<file path="config.mk">
export PLATFORM = sky130hd
export DESIGN_NAME = alu_seq
export DESIGN_NICKNAME = d
export VERILOG_FILES = /design/src/rtl/alu_seq.sv
export SDC_FILE = /design/constraint.sdc
export NUM_CORES = 1
export LEC_CHECK = 0
export CORE_ASPECT_RATIO = 0.7
export CORE_MARGIN = 2
export CORE_UTILIZATION = 40
export DETAILED_ROUTE_END_ITERATION = 12
export PLACE_DENSITY = 0.64
export SLEW_MARGIN = 20
export SYNTH_ARGS = -nofsm -noshare
export SYNTH_HDL_FRONTEND = slang
export SYNTH_SLANG_ARGS = --single-unit
</file>
<file path="constraint.sdc">
create_clock -name clk -period 3.8 [get_ports clk]
set_clock_uncertainty 0.1 [all_clocks]
set_input_delay 1.14 -clock clk [delete_from_list [all_inputs] [get_ports clk]]
set_output_delay 1.14 -clock clk [all_outputs]
set_load 0.005 [all_outputs]
</file>
<file path="src/rtl/alu_seq.sv">
// Handshaked ALU: single-cycle ops, 1-bit/cycle rotates, 1-step/cycle shift-add multiply.
// Latency 1, k+1 or BUS_WIDTH+1 edges; accepts only in IDLE, result holds in DONE until out_ready.
module alu_seq #(
   parameter int BUS_WIDTH = 8
) (
   input  logic                 clk,
   input  logic                 rst_n,
   input  logic                 in_valid,
   output logic                 in_ready,
   input  logic [3:0]           opcode,
   input  logic [BUS_WIDTH-1:0] a,
   input  logic [BUS_WIDTH-1:0] b,
   input  logic                 carry_in,
   output logic                 out_valid,
   input  logic                 out_ready,
   output logic [BUS_WIDTH-1:0] y,
   output logic [BUS_WIDTH-1:0] y_hi,
   output logic                 carry_out,
   output logic                 borrow,
   output logic                 zero,
   output logic                 parity,
   output logic                 invalid_op
);
   localparam int W  = BUS_WIDTH;
   localparam int S  = $clog2(BUS_WIDTH);
   localparam int CW = S + 1;

   localparam logic [3:0] OP_ADD  = 4'd1;
   localparam logic [3:0] OP_ADDC = 4'd2;
   localparam logic [3:0] OP_SUB  = 4'd3;
   localparam logic [3:0] OP_INC  = 4'd4;
   localparam logic [3:0] OP_DEC  = 4'd5;
   localparam logic [3:0] OP_AND  = 4'd6;
   localparam logic [3:0] OP_NOT  = 4'd7;
   localparam logic [3:0] OP_ROL  = 4'd8;
   localparam logic [3:0] OP_ROR  = 4'd9;
   localparam logic [3:0] OP_OR   = 4'd10;
   localparam logic [3:0] OP_XOR  = 4'd11;
   localparam logic [3:0] OP_MUL  = 4'd12;

   localparam logic [CW-1:0] CNT_ONE = CW'(1);
   localparam logic [CW-1:0] CNT_MUL = CW'(W);
   localparam logic [W:0]    ONE_W1  = (W+1)'(1);

   typedef enum logic [1:0] {
      IDLE = 2'd0,
      BUSY = 2'd1,
      DONE = 2'd2
   } state_t;

   state_t         state_q, state_d;
   logic [3:0]     op_q, op_d;
   logic [W-1:0]   mcand_q, mcand_d;
   logic [2*W-1:0] work_q, work_d;
   logic [CW-1:0]  cnt_q, cnt_d;
   logic [W-1:0]   y_q, y_d;
   logic [W-1:0]   y_hi_q, y_hi_d;
   logic           carry_q, carry_d;
   logic           borrow_q, borrow_d;
   logic           zero_q, zero_d;
   logic           parity_q, parity_d;
   logic           inv_q, inv_d;

   logic [S-1:0]   amt;
   logic [W-1:0]   sc_y;
   logic           sc_c, sc_bw, sc_inv;
   logic [W-1:0]   rol_nxt, ror_nxt;
   logic [W:0]     mul_sum;
   logic [2*W-1:0] mul_nxt;
   logic           load;
   logic [W-1:0]   ld_y, ld_hi;
   logic           ld_c, ld_bw, ld_inv;

   assign amt     = b[S-1:0];
   assign rol_nxt = {work_q[W-2:0], work_q[W-1]};
   assign ror_nxt = {work_q[0], work_q[W-1:1]};
   // Product register starts as {0, multiplier}; each step adds the multiplicand
   // into the high half when the current LSB is set, then shifts right by one.
   assign mul_sum = {1'b0, work_q[2*W-1:W]} + {1'b0, mcand_q & {W{work_q[0]}}};
   assign mul_nxt = {mul_sum, work_q[W-1:1]};

   always_comb begin
      sc_y   = '0;
      sc_c   = 1'b0;
      sc_bw  = 1'b0;
      sc_inv = 1'b0;
      case (opcode)
         OP_ADD:  sc_y = a + b;
         OP_ADDC: {sc_c, sc_y} = {1'b0, a} + {1'b0, b} + {{W{1'b0}}, carry_in};
         OP_SUB:  {sc_bw, sc_y} = {1'b0, a} - {1'b0, b};
         OP_INC:  {sc_c, sc_y} = {1'b0, a} + ONE_W1;
         OP_DEC:  {sc_bw, sc_y} = {1'b0, a} - ONE_W1;
         OP_AND:  sc_y = a & b;
         OP_NOT:  sc_y = ~a;
         OP_ROL,
         OP_ROR:  sc_y = a;
         OP_OR:   sc_y = a | b;
         OP_XOR:  sc_y = a ^ b;
         OP_MUL:  sc_y = '0;
         default: sc_inv = 1'b1;
      endcase
   end

   always_comb begin
      state_d  = state_q;
      op_d     = op_q;
      mcand_d  = mcand_q;
      work_d   = work_q;
      cnt_d    = cnt_q;
      y_d      = y_q;
      y_hi_d   = y_hi_q;
      carry_d  = carry_q;
      borrow_d = borrow_q;
      zero_d   = zero_q;
      parity_d = parity_q;
      inv_d    = inv_q;
      load     = 1'b0;
      ld_y     = '0;
      ld_hi    = '0;
      ld_c     = 1'b0;
      ld_bw    = 1'b0;
      ld_inv   = 1'b0;

      case (state_q)
         IDLE: begin
            if (in_valid) begin
               op_d    = opcode;
               mcand_d = a;
               if (opcode == OP_MUL) begin
                  work_d  = {{W{1'b0}}, b};
                  cnt_d   = CNT_MUL;
                  state_d = BUSY;
               end else if ((opcode == OP_ROL || opcode == OP_ROR) && amt != '0) begin
                  work_d  = {{W{1'b0}}, a};
                  cnt_d   = {{(CW-S){1'b0}}, amt};
                  state_d = BUSY;
               end else begin
                  load    = 1'b1;
                  ld_y    = sc_y;
                  ld_c    = sc_c;
                  ld_bw   = sc_bw;
                  ld_inv  = sc_inv;
                  state_d = DONE;
               end
            end
         end
         BUSY: begin
            cnt_d = cnt_q - CNT_ONE;
            if (op_q == OP_MUL) begin
               work_d = mul_nxt;
            end else if (op_q == OP_ROL) begin
               work_d = {{W{1'b0}}, rol_nxt};
            end else begin
               work_d = {{W{1'b0}}, ror_nxt};
            end
            if (cnt_q == CNT_ONE) begin
               load    = 1'b1;
               ld_y    = work_d[W-1:0];
               ld_hi   = work_d[2*W-1:W];
               state_d = DONE;
            end
         end
         DONE: begin
            if (out_ready) begin
               state_d = IDLE;
            end
         end
         default: state_d = IDLE;
      endcase

      // Output registers only change on completion, so they stay stable under backpressure.
      if (load) begin
         y_d      = ld_y;
         y_hi_d   = ld_hi;
         carry_d  = ld_c;
         borrow_d = ld_bw;
         inv_d    = ld_inv;
         zero_d   = ({ld_hi, ld_y} == '0);
         parity_d = ^ld_y;
      end
   end

   always_ff @(posedge clk or negedge rst_n) begin
      if (!rst_n) begin
         state_q  <= IDLE;
         op_q     <= '0;
         mcand_q  <= '0;
         work_q   <= '0;
         cnt_q    <= '0;
         y_q      <= '0;
         y_hi_q   <= '0;
         carry_q  <= 1'b0;
         borrow_q <= 1'b0;
         zero_q   <= 1'b0;
         parity_q <= 1'b0;
         inv_q    <= 1'b0;
      end else begin
         state_q  <= state_d;
         op_q     <= op_d;
         mcand_q  <= mcand_d;
         work_q   <= work_d;
         cnt_q    <= cnt_d;
         y_q      <= y_d;
         y_hi_q   <= y_hi_d;
         carry_q  <= carry_d;
         borrow_q <= borrow_d;
         zero_q   <= zero_d;
         parity_q <= parity_d;
         inv_q    <= inv_d;
      end
   end

   assign in_ready   = (state_q == IDLE);
   assign out_valid  = (state_q == DONE);
   assign y          = y_q;
   assign y_hi       = y_hi_q;
   assign carry_out  = carry_q;
   assign borrow     = borrow_q;
   assign zero       = zero_q;
   assign parity     = parity_q;
   assign invalid_op = inv_q;

endmodule

</file>
* Word-level counts from Yosys, hierarchy flattened
Index checks and enable logic that the tools add are counted.
Word-level totals: word-level logic and storage cells 102, bits in registers 55, input port bits 25, output and inout bits 23
Operators by class: bitwise logic cells 5, add/subtract/negate cells 8, reductions and logical operators 12, mux-type cells 44, eq/ne operators 21
Operator list (count):
- 8-bit case mux with 10 select lines | 1
- 16-bit two-way mux | 4
- 8-bit two-way mux | 7
- 16-bit case mux with 2 select lines | 1
- 4-bit equality test (second input constant) | 7
- 8-bit by 8-bit adder with 9-bit output | 2
- 1-bit two-way mux | 17
- 8-bit AND | 2
- 4-bit by 3-bit equality test with 1-bit output (second input constant) | 4
- 16-bit logical NOT | 1
- 8-bit case mux with 2 select lines | 1
- 4-bit two-way mux | 3
- 11-bit OR reduction | 1
- 2-bit two-way mux | 5
- 8-bit by 1-bit adder with 9-bit output (second input constant) | 1
- 9-bit by 1-bit adder with 9-bit output | 1
- 8-bit by 1-bit subtractor with 9-bit output (second input constant) | 1
- 8-bit by 8-bit subtractor with 9-bit output | 1
- 8-bit adder | 1
- 4-bit by 1-bit equality test with 1-bit output (second input constant) | 2
- 4-bit by 2-bit equality test with 1-bit output (second input constant) | 2
- 8-bit NOT | 1
- 8-bit OR | 1
- 4-bit case mux with 2 select lines | 1
- 18 further kinds | 22

* Depth between registers and ports, before layout
Gate-level depths: netlist (run 1).
word-level depth 8, mapped depth 14, mapped depth without buffers 14

* Least setup slack after synthesis (run 1)
No wires, ideal clock.
path type input to register, start input a[4], end register parity_q, in the netlist parity, arrival time 3951 ps, path slack -376 ps, library setup time 125 ps, stages on the path 14, data required time 3575 ps, cells stage by stage clkbuf_1 inv_1 ha_1 clkbuf_1 nand4_1 o221ai_1 xnor2_1 nor2_1 o41ai_1 and2_1 ha_1 xor2_1 xnor2_1 mux2_2
On the way: cells in the longest elaborated chain, start to end 8, elaborated cells between the ends (all ways) 16, those cells by class 6 x add/sub; 5 x mux; 4 x bitwise; 1 x reduce/logical
Ends and longest elaborated chain:
- start: declaration | RTL line 11 | input logic [BUS_WIDTH-1:0] a,
- 8-bit by 8-bit adder with 9-bit output | RTL line 89 | OP_ADDC: {sc_c, sc_y} = {1'b0, a} + {1'b0, b} + {{W{1'b0}}, carry_in};
- 9-bit by 1-bit adder with 9-bit output | RTL line 89
- 8-bit case mux with 10 select lines * | RTL line 87 | case (opcode)
- 8-bit two-way mux * | RTL line 133 | end else if ((opcode == OP_ROL || opcode == OP_ROR) && amt != '0) begin
- 8-bit two-way mux * | RTL line 129 | if (opcode == OP_MUL) begin
- 8-bit two-way mux * | RTL line 126 | if (in_valid) begin
- 8-bit case mux with 2 select lines * | RTL line 124 | case (state_q)
- 8-bit XOR reduction * | RTL line 179 | parity_d = ^ld_y;
- end signal: assignment | RTL line 208 | parity_q <= parity_d;
- end: declaration | RTL line 61 | logic parity_q, parity_d;
Every way passes the cells marked *; elsewhere a longest branch is shown, timed or not. A chain may end at the register's enable or synchronous reset.

* Worst setup path after layout (run 1)
start input opcode[1], end register parity_q, in the netlist parity
On the way: cells in the longest elaborated chain, start to end 8, elaborated cells between the ends (all ways) 25, those cells by class 12 x eq/ne; 9 x mux; 4 x reduce/logical
Ends and longest elaborated chain:
- start: declaration | RTL line 10 | input logic [3:0] opcode,
- 4-bit equality test | RTL line 87, 133
- 2-bit OR reduction / 1-bit logical OR (equally long branches) | RTL line 87, 133
- 8-bit case mux with 10 select lines / 1-bit logical AND (equally long branches) | RTL line 87, 133
- 8-bit two-way mux | RTL line 133
- 8-bit two-way mux | RTL line 129
- 8-bit two-way mux | RTL line 126
- 8-bit case mux with 2 select lines | RTL line 124
- 8-bit XOR reduction | RTL line 179
Parallel ways exist; a longest one is shown, timed or not.

==> results of run 1 <==
placed cells by master (no fill, tap or decap), drive strengths merged, types with 9 or more instances in the layout:
cell / instances
xnor2: 10
nor3: 14
buf: 178
a31oi: 10
ha: 40
nand2: 65
mux2i: 15
nor2b: 10
inv: 28
o21ai: 45
and2: 12
o211ai: 10
mux2: 13
nor2: 38
a21oi: 44
clkdlybuf4s50: 25
nand3: 14
a21o: 9
dfrtp: 55
synth_stat cells (5+ instances only):
cell,instances
nor3_1,13
nand3_1,14
o221ai_1,5
dfrtp_1,55
xnor2_1,10
ha_1,40
nor3b_1,7
nand2_1,65
a31oi_1,10
mux2i_1,15
nand4_1,8
or3b_2,7
buf_2,6
a22o_1,8
fa_1,5
o21ai_0,45
a21oi_1,44
mux2_2,13
and2_1,10
inv_1,30
nand2b_1,6
nor2_1,38
a2bb2oi_1,5
nor2b_1,10
a21o_1,9
o211ai_1,9
nand3b_1,6
clkbuf_1,26
report_power, final:
group	switching [mW]	leakage, nW	internal (mW)
sequential	0.161	0.703	0.778
clock	0.220	0.0838	0.311
combinational	0.761	2.61	0.790
total	1.14	3.40	1.88
registers in the layout, indices dropped and copies added, names as in the netlist, 2 cells and up:
register and flops:
op_q 4, y 8, cnt_q 4, state_q 2, mcand_q 8, work_q 16, y_hi 8
kinds of logic after synthesis:
group           count (synthesis)
simple gates                  222
compound gates                185
buf+inv                        69
flops                          55
fa+ha+maj                      45
mux                            28
xor+xnor                       14
timing repair:
action	4_1_cts	5_1_grt
cloned	0	1
setup endpoints to repair	3	4
hold buffers	0	0
setup buffers	23	4
resized for setup	106	31
pin swaps	29	24
per-stage QoR:
step,cells,power [mW],util
floorplan,618,1.736,-
global placement,933,2.308,0.5446
detailed placement,933,2.355,0.5446
CTS,964,2.978,0.5945
global route,969,3.211,0.6052
finish,969,3.021,0.6052
critical path, stage by stage:
cell and delay, ns:
dlygate4sd2_1 0.28, buf_4 0.17, or4b_4 0.55, or3_1 0.42, o311ai_0 0.15, o31ai_2 0.13
nand3_1 0.17, o31ai_2 0.09, ha_1 0.32, xnor2_2 0.15, xnor2_1 0.13, mux2_4 0.27
final timing paths:
path,to,cells past startpoint
worst min-delay path,y[2],2
worst min register to register,y[2],2
worst max register to register,parity,9
max in group asynchronous,mcand_q[3],2
min in group asynchronous,mcand_q[6],1
worst max-delay path,parity,12
layout make-up:
cell class                 count  area share
clock buffer                   5     0.01653
clock inverter                 3    0.005785
inverter                      30     0.01587
multi-input combinational    494      0.5119
sequential                    55      0.1818
tap                          162     0.02678
timing repair buffer         220      0.2413
per-layer routing:
metal	share of wire	track usage	up-vias
met2	0.40	0.3835	222
met3	0.082	0.06511	26
li1	-	-	2648
met5	0	0	-
met1	0.50	0.4103	2690
met4	0.017	0.05154	0
==> flow_summary.yaml, run 1 <==
yosys:
  async_flop_share: 1.000
  synth_top_family_by_area: "compound AO/OA/AOI/OAI gates"
  ys_ff_latch: 55
  synth_area_per_cell_um2: 8.325
  synth_area_mm2: 0.005145
  synth_top_area_cell: "dfrtp_1"
  synthSimpleGateAreaFrac: 0.2361
  seq_area_frac_synth: 0.2675
  synth_edf_count: 0
  yosysWarnings: 0
  synthAdderAreaFrac: 0.1167
  synth_cells: 618
  synth_compound_area_frac: 0.2398
  synth_top_cell_area_share: 0.2675
  synth-xor-area-share: 0.02383
  synth.distinct_cells: 75
  ys_top_cells_by_area: "dfrtp_1 27%, ha_1 9.7%, nand2_1 4.7%, o21ai_0 4.4%, a21oi_1 4.3%"
  synth_flop_cell: "dfrtp_1"
  synthMuxAreaShare: 0.05764
  synth_nets: 688
die:
  pin_count: 48
  start_util: 0.4114
  chipWidth_um: 139.6
  die_height_um: 98.89
  num_rows: 34
  fp.coreArea_mm2: 0.01251
  die_area_mm2: 0.01380
clock_tree:
  clk_latency_ns: 0.30
  cts_tree: "done"
  clk_pin_slew_ns: 0.08
  htreeDepth: 2
  root_buffer: "clkbuf_16"
  cts_buffers: 5
  clockBufferDepth: 2
  clock-sinks: 55
run_status:
  violations: "setup timing"
  status: "finished, violations left"
power:
  vdd_ir_drop_max_mv: 0.3264
  p_leak_nw: 3.402
  p_per_area_mw_per_mm2: 399.1
timing:
  setup_tns_ns: -0.1046
  period_share: 1.019
  setup_viol_count_final: 2
  hold_violations: 0
  setup_slack_ns: -0.07068
  slew_headroom: 0.4675
  fmax_ghz: 0.2584
  tightest_slew_ns: 0.7987
  fin_hold_ws_ns: 0.3824
  slew_violations: 0
  rsz0062_at_grt: "yes"
  fin_crit_ns: 3.871
drt:
  num_vias: 5586
  wl_mm: 18.67
  drt_iter0_drc: 393
  routedWlPerCell_um: 19.27
  drt-vias-per-instance: 5.765
  drc_errors: 0
  first_pass_iters: 5
  detail-route-antenna-nets: 0
global_routing:
  grt_pass1_wl_mm: 29.37
  gr-usage-all-layers: 0.2682
  antenna_found_initial: 0
  overflow: 0
  grt_max_degree: 28
  grt_pass1_vias: 5428
final_layout:
  diodes: 0
  multiInputGateArea_mm2: 0.003875
  design_area_mm2: 0.007570
  ff_latch_area_mm2: 0.001376
  fillers: 1106
  nNetsFinal: 876
  drive_gt1_frac: 0.3705
  area_growth_pct: 47.13
critical_path:
  path_class: "in2reg"
  start_kind: "input port"
  crit_path_end_kind: "flop"
  crit_start: "opcode[1]"
  worstPathArrival_ns: 3.96
  crit_required_ns: 3.89
  critPathMaxFanout: 4
  r2r_start: "cnt_q[0]"
  r2r_slack_ns: 0.54
placement:
  dp_hpwl_mm: 14.42
  gp_congestion: 0.9376
  io_buffers: 47
  post_dp_cell_area_mm2: 0.006812
  pre_cts_slack_ns: -0.9504
min_path:
  hp-class: "reg2reg"
  hold_start: "y[2]"
run:
  cap_violations: 0
Note: power is estimated with default switching activity, not from simulation.
==> run 2: changes to the inputs <==
--- a/config.mk
+++ b/config.mk
@@ -10,4 +10,5 @@
 export CORE_UTILIZATION = 40
 export DETAILED_ROUTE_END_ITERATION = 12
+export GPL_ROUTABILITY_DRIVEN = 0
 export PLACE_DENSITY = 0.64
 export SLEW_MARGIN = 20
==> constraint.sdc (replaced) <==
create_clock -name clk -period 3.8 [get_ports clk]
set_clock_uncertainty 0.1 [all_clocks]
set_input_delay 0.95 -clock clk [delete_from_list [all_inputs] [get_ports clk]]
set_output_delay 0.95 -clock clk [all_outputs]
set_load 0.005 [all_outputs]
==> run 2 against run 1 <==
  * The run now ends clean
  * Total power is 2.1% lower
  * Routed wire length is 3.8% lower
  * Sequential share of layout area is 0.88 points higher
  * Critical path type unchanged
  * Critical endpoint unchanged
  * Hold slack better by 0.0063 ns
  * Clock power is 4% higher
  * Via count is 0.39% higher
  * Non-clock buffer count is 37 lower
==> flow_summary.yaml, run 2 (synthesis gave the netlist of run 1 again) <==
placement:
  io_buffers: 47
  dp_hpwl_mm: 13.94
  pre_cts_slack_ns: -0.6971
  dpl.cell_count: 913
timing:
  tightest_slew_ns: 0.7644
  fin_hold_ws_ns: 0.3886
  hold_violations: 0
  period_share: 0.9938
  slew_violations: 0
  setup_slack_ns: 0.02337
  fmax_ghz: 0.2648
  fin_crit_ns: 3.777
  setup_viol_count_final: 0
  setup_tns_ns: 0
  slew_headroom: 0.4904
drt:
  met1_length_mm: 8.417
  topRoutingLayerUsed: "met4"
  detail-route-antenna-nets: 0
  routedWlPerCell_um: 19.27
  wl_met3_mm: 1.741
  num_vias: 5608
  drt-vias-per-instance: 6.017
  wl_mm: 17.96
  drc_errors: 0
  wl_met2_mm: 7.474
  first_pass_iters: 5
  drt_iter0_drc: 586
critical_path:
  path_buf_inv: 2
  r2r-end: "parity"
  crit_path_end_kind: "flop"
  crit_required_ns: 3.89
  worstPathArrival_ns: 3.87
  crit_family: "buffers and inverters"
  critPathMaxFanout: 8
  crit_chain: "clkdlybuf4s50_1, buf_4, nand2b_1, or3_1, o221a_2, o221ai_1, a21oi_2, ha_1, xnor2_1, xnor2_1, mux2_4"
  start_kind: "input port"
  critical-path-slowest-cell: "clkdlybuf4s50_1"
  r2r_start: "cnt_q[0]"
  r2r_cells: 9
  path_class: "in2reg"
  cpMostUsedCell: "xnor2_1"
  slowest_delay_ns: 0.52
  r2r_slack_ns: 0.61
global_routing:
  antenna_found_initial: 0
  grt_pass1_wl_mm: 27.87
  grt_max_degree: 32
  overflow: 0
  grt_pass1_vias: 5197
  gr-usage-all-layers: 0.2538
power:
  combPwrFrac: 0.498
  total_power_mw: 2.957
  swShare: 0.3796
  p_per_area_mw_per_mm2: 409.6
  vdd_ir_drop_max_mv: 0.2734
  p_leak_nw: 3.212
  switchingPower_mw: 1.123
  clock_power_share: 0.186
  p_seq_frac: 0.316
  internal_power_mw: 1.834
clock_tree:
  clk_latency_ns: 0.31
  holdBufCountCts: 0
  clk_pin_slew_ns: 0.07
  clock-sinks: 55
  root_buffer: "clkbuf_16"
  cts_tree: "done"
  cts_buffers: 5
  htreeDepth: 2
  clockBufferDepth: 2
final_layout:
  final_cell_mix: "125 x buf_4, 65 x nand2_1, 55 x dfrtp_1"
  drive_gt1_frac: 0.3260
  largest_reg_flops: 16
  area_growth_pct: 40.32
  top_register: "work_q"
  diodes: 0
  final_common_cell: "buf_4"
  fillers: 1109
  final_cell_count_no_fill: 932
  nNetsFinal: 839
min_path:
  holdPathStages: 2
  hp-class: "reg2reg"
  hold_start: "y[2]"
  min_to: "y[2]"
die:
  die_height_um: 98.89
  start_util: 0.4114
  num_rows: 34
  die_area_mm2: 0.01380
  fp.coreArea_mm2: 0.01251
  chipWidth_um: 139.6
  pin_count: 48
run_status:
  status: "finished clean"
run:
  cap_violations: 0
run 2: changes by cell type in the layout (fill, tap and decap cells not counted), sizes merged:
cell / delta
buf: -41
clkbuf: +3
clkdlybuf4s15: -3
clkdlybuf4s50: +4
clkinv: -1
clkinvlp: -2
dlymetal6s2s: +1
inv: +2
run 2: cell type report:
class / count / area [um2] / share of cell area
tap: 162 / 202.7 / 0.02808
multi-input combinational: 494 / 3831 / 0.5307
clock buffer: 6 / 138.9 / 0.01924
timing repair buffer: 183 / 1523 / 0.2109
sequential: 55 / 1376 / 0.1906
clock inverter: 2 / 35.03 / 0.004853
inverter: 30 / 112.6 / 0.01560
run 2: stage by stage:
stage / area (um2) / utilization
floorplan: 5171 / -
global placement: 6611 / 0.5286
detailed placement: 6611 / 0.5286
CTS: 7024 / 0.5616
global route: 7219 / 0.5772
finish: 7219 / 0.5772
run 2: worst reg2reg max path, cell delays in order (launching register included):
cell,delay (ns)
dfrtp_1,0.44
ha_1,0.19
nor3b_1,0.40
nand2_1,0.43
o21ai_0,0.47
o31ai_2,0.14
ha_1,0.33
xnor2_1,0.20
xnor2_1,0.11
mux2_4,0.27
run 2: power by group through the flow:
| stage | sequential, mW | clock (mW) | combinational [mW] |
|---|---|---|---|
| finish | 0.935 | 0.550 | 1.47 |
| global route | 0.965 | 0.583 | 1.59 |
| CTS | 0.933 | 0.558 | 1.41 |
| detailed placement | 0.944 | 0 | 1.36 |
| global placement | 0.931 | 0 | 1.33 |
| floorplan | 0.893 | 0 | 0.834 |
run 2: timing repair:
| item | 4_1_cts | 5_1_grt |
|---|---|---|
| gates resized for setup | 64 | 52 |
| setup buffers | 9 | 3 |
| setup endpoints to repair | 2 | 2 |
| pin swaps | 25 | 21 |
| cloned | 0 | 0 |
run 2: worst max path at each step:
stage | end | slack [ns] | start | cells past startpoint
after floorplan | parity | 0.002 | a[1] | 12
after global placement | parity | -0.64 | b[2] | 16
after detailed placement | parity | -0.70 | a[3] | 13
after CTS | parity | 0.002 | b[5] | 14
after global routing | parity | -0.02 | opcode[2] | 12
final | parity | 0.02 | opcode[1] | 11
run 2: layer usage:
metal | vias to the layer above | global-route usage
li1 | 2574 | -
met1 | 2673 | 0.3763
met2 | 323 | 0.3786
met3 | 38 | 0.05831
met4 | 0 | 0.05385
met5 | - | 0
==> edit (settings of run 2) <==
Take the reset off `op_q` and `y_q` and load them in a clocked block of their own.
--- a/src/rtl/alu_seq.sv
+++ b/src/rtl/alu_seq.sv
@@ -185,3 +185,2 @@
          state_q  <= IDLE;
-         op_q     <= '0;
          mcand_q  <= '0;
@@ -189,3 +188,2 @@
          cnt_q    <= '0;
-         y_q      <= '0;
          y_hi_q   <= '0;
@@ -198,3 +196,2 @@
          state_q  <= state_d;
-         op_q     <= op_d;
          mcand_q  <= mcand_d;
@@ -202,3 +199,2 @@
          cnt_q    <= cnt_d;
-         y_q      <= y_d;
          y_hi_q   <= y_hi_d;
@@ -210,2 +206,7 @@
       end
+   end
+
+   always_ff @(posedge clk) begin
+      op_q <= op_d;
+      y_q  <= y_d;
    end
Function: changed (a bounded check fails within 4 cycles, from zero or initial values and one cycle with rst_n low).
==> edit against run 2 <==
Routed wire length down 5.4%; sequential power down 2.6%; critical path depth up 4; synthesized area down 2.1%; combinational power down 9.5%; total power down 8.9%; final area down 3.4%; via count down 5.0%; sequential cell count unchanged; die area down 2.0%; worst setup slack better by 59 ps.
==> edit: results (changes against run 2) <==
stage,metric,value,unit,change
outcome,status,"complete, no violations",,
synthesis,synth_compound_area_share,27.5,%,+3.5 points
sta,whs,392,ps,+3.46 ps
route,first_pass_iters,6,,+1
synthesis,ys_top_cells_by_count,"47 x a21oi_1, 45 x nand2_1, 45 x o21ai_0, 43 x dfrtp_1, 43 x nor2_1",,
synthesis,synthTopCellsByArea,"dfrtp_1 21%, ha_1 9.9%, edfxtp_1 7.2%, a21oi_1 4.7%, o21ai_0 4.5%",,
route,drtIter0Drc,610,,+4.1%
layout,multi_input_comb_area,3570,µm²,-6.9%
layout,num-nonclk-inverters,37,,+23%
route,avgViaCountPerCell,5.89,,-2.1%
global_route,grt_pass1_vias,4873,,-6.2%
global_route,grt_use_met3,5.00,%,-0.83 points
clock_network,postCtsResizedCells,18,,-72%
synthesis,synth-xor-area-share,2.78,%,+0.40 points
global_route,grt_pass1_wl,26500,µm,-5.0%
synthesis,synth_cell_types,72,,-4.0%
placement,pre_cts_slack,-597,ps,+99.8 ps
layout,fill_cells,1114,,+0.45%
layout,final-instance-count-excl-fill,904,,-3.0%
hold_path,hold_start,invalid_op$_DFFE_PN0P_,,
synthesis,ys_seq_area_share,28.5,%,+1.8 points
layout,layout-drive-gt1-share,26.8,%,-5.8 points
global_route,use_met1,38.4,%,+0.81 points
pwr,peakVddDrop,0.276,mV,+0.91%
layout,bufAreaShareNonClock,21.3,%,+0.20 points
global_route,grtUsageTotal,24.5,%,-0.89 points
setup_path,critical_path.top_delay_family,compound AO/OA/AOI/OAI gates,,
setup_path,cp.arrival,3800,ps,-70 ps
pwr,powerDensity,386,nW/µm²,-5.7%
placement,place_inst,890,,-2.5%
pwr,power.leakage,3.08,nW,-4.2%
route,met2WireLength,6910,µm,-7.6%
route,finalWirelength,17000,µm,-5.4%
setup_path,max_stage_delay,360,ps,-160 ps
layout,buffers,173,,-5.5%
setup_path,crit_slowest_cell,fa_2,,
synthesis,synthAdderAreaFrac,11.9,%,+0.25 points
setup_path,rr_startpoint,work_q[0]$_DFFE_PN0P_,,
layout,final_nets,811,,-3.3%
setup_path,crit_fanout,4,,-4
placement,hpwl,13200,µm,-5.5%
layout,regArea,1440,µm²,+4.4%
synthesis,async_reset_ff_share,78.2,%,-22 points
edit: cell count changes in the layout (fill, tap and decap cells not counted), sizes merged, moves of 6 or more:
cell	run 2	this run
nand2	65	45
dfrtp	55	43
edfxtp	0	12
buf	137	127
clkdlybuf4s50	29	37
a22oi	1	8
dlygate4sd2	8	1
o22ai	3	10
a221oi	4	10
inv	30	36
or3b	8	2
edit: worst max-delay path by stage:
stage | startpoint | endpoint | slack, ps | cells after the start
2_1_floorplan | a[4] | zero$_DFFE_PN0P_ | 50 | 14
3_3_place_gp | a[0] | zero$_DFFE_PN0P_ | -510 | 15
3_5_place_dp | b[0] | zero$_DFFE_PN0P_ | -600 | 15
4_1_cts | a[1] | zero$_DFFE_PN0P_ | 2 | 14
5_1_grt | b[0] | zero$_DFFE_PN0P_ | -30 | 15
6_report | b[0] | zero$_DFFE_PN0P_ | 80 | 15
edit: where the power goes:
group | internal (mW) | switching, mW
clock network | 0.243 | 0.210
registers | 0.781 | 0.129
logic | 0.641 | 0.689
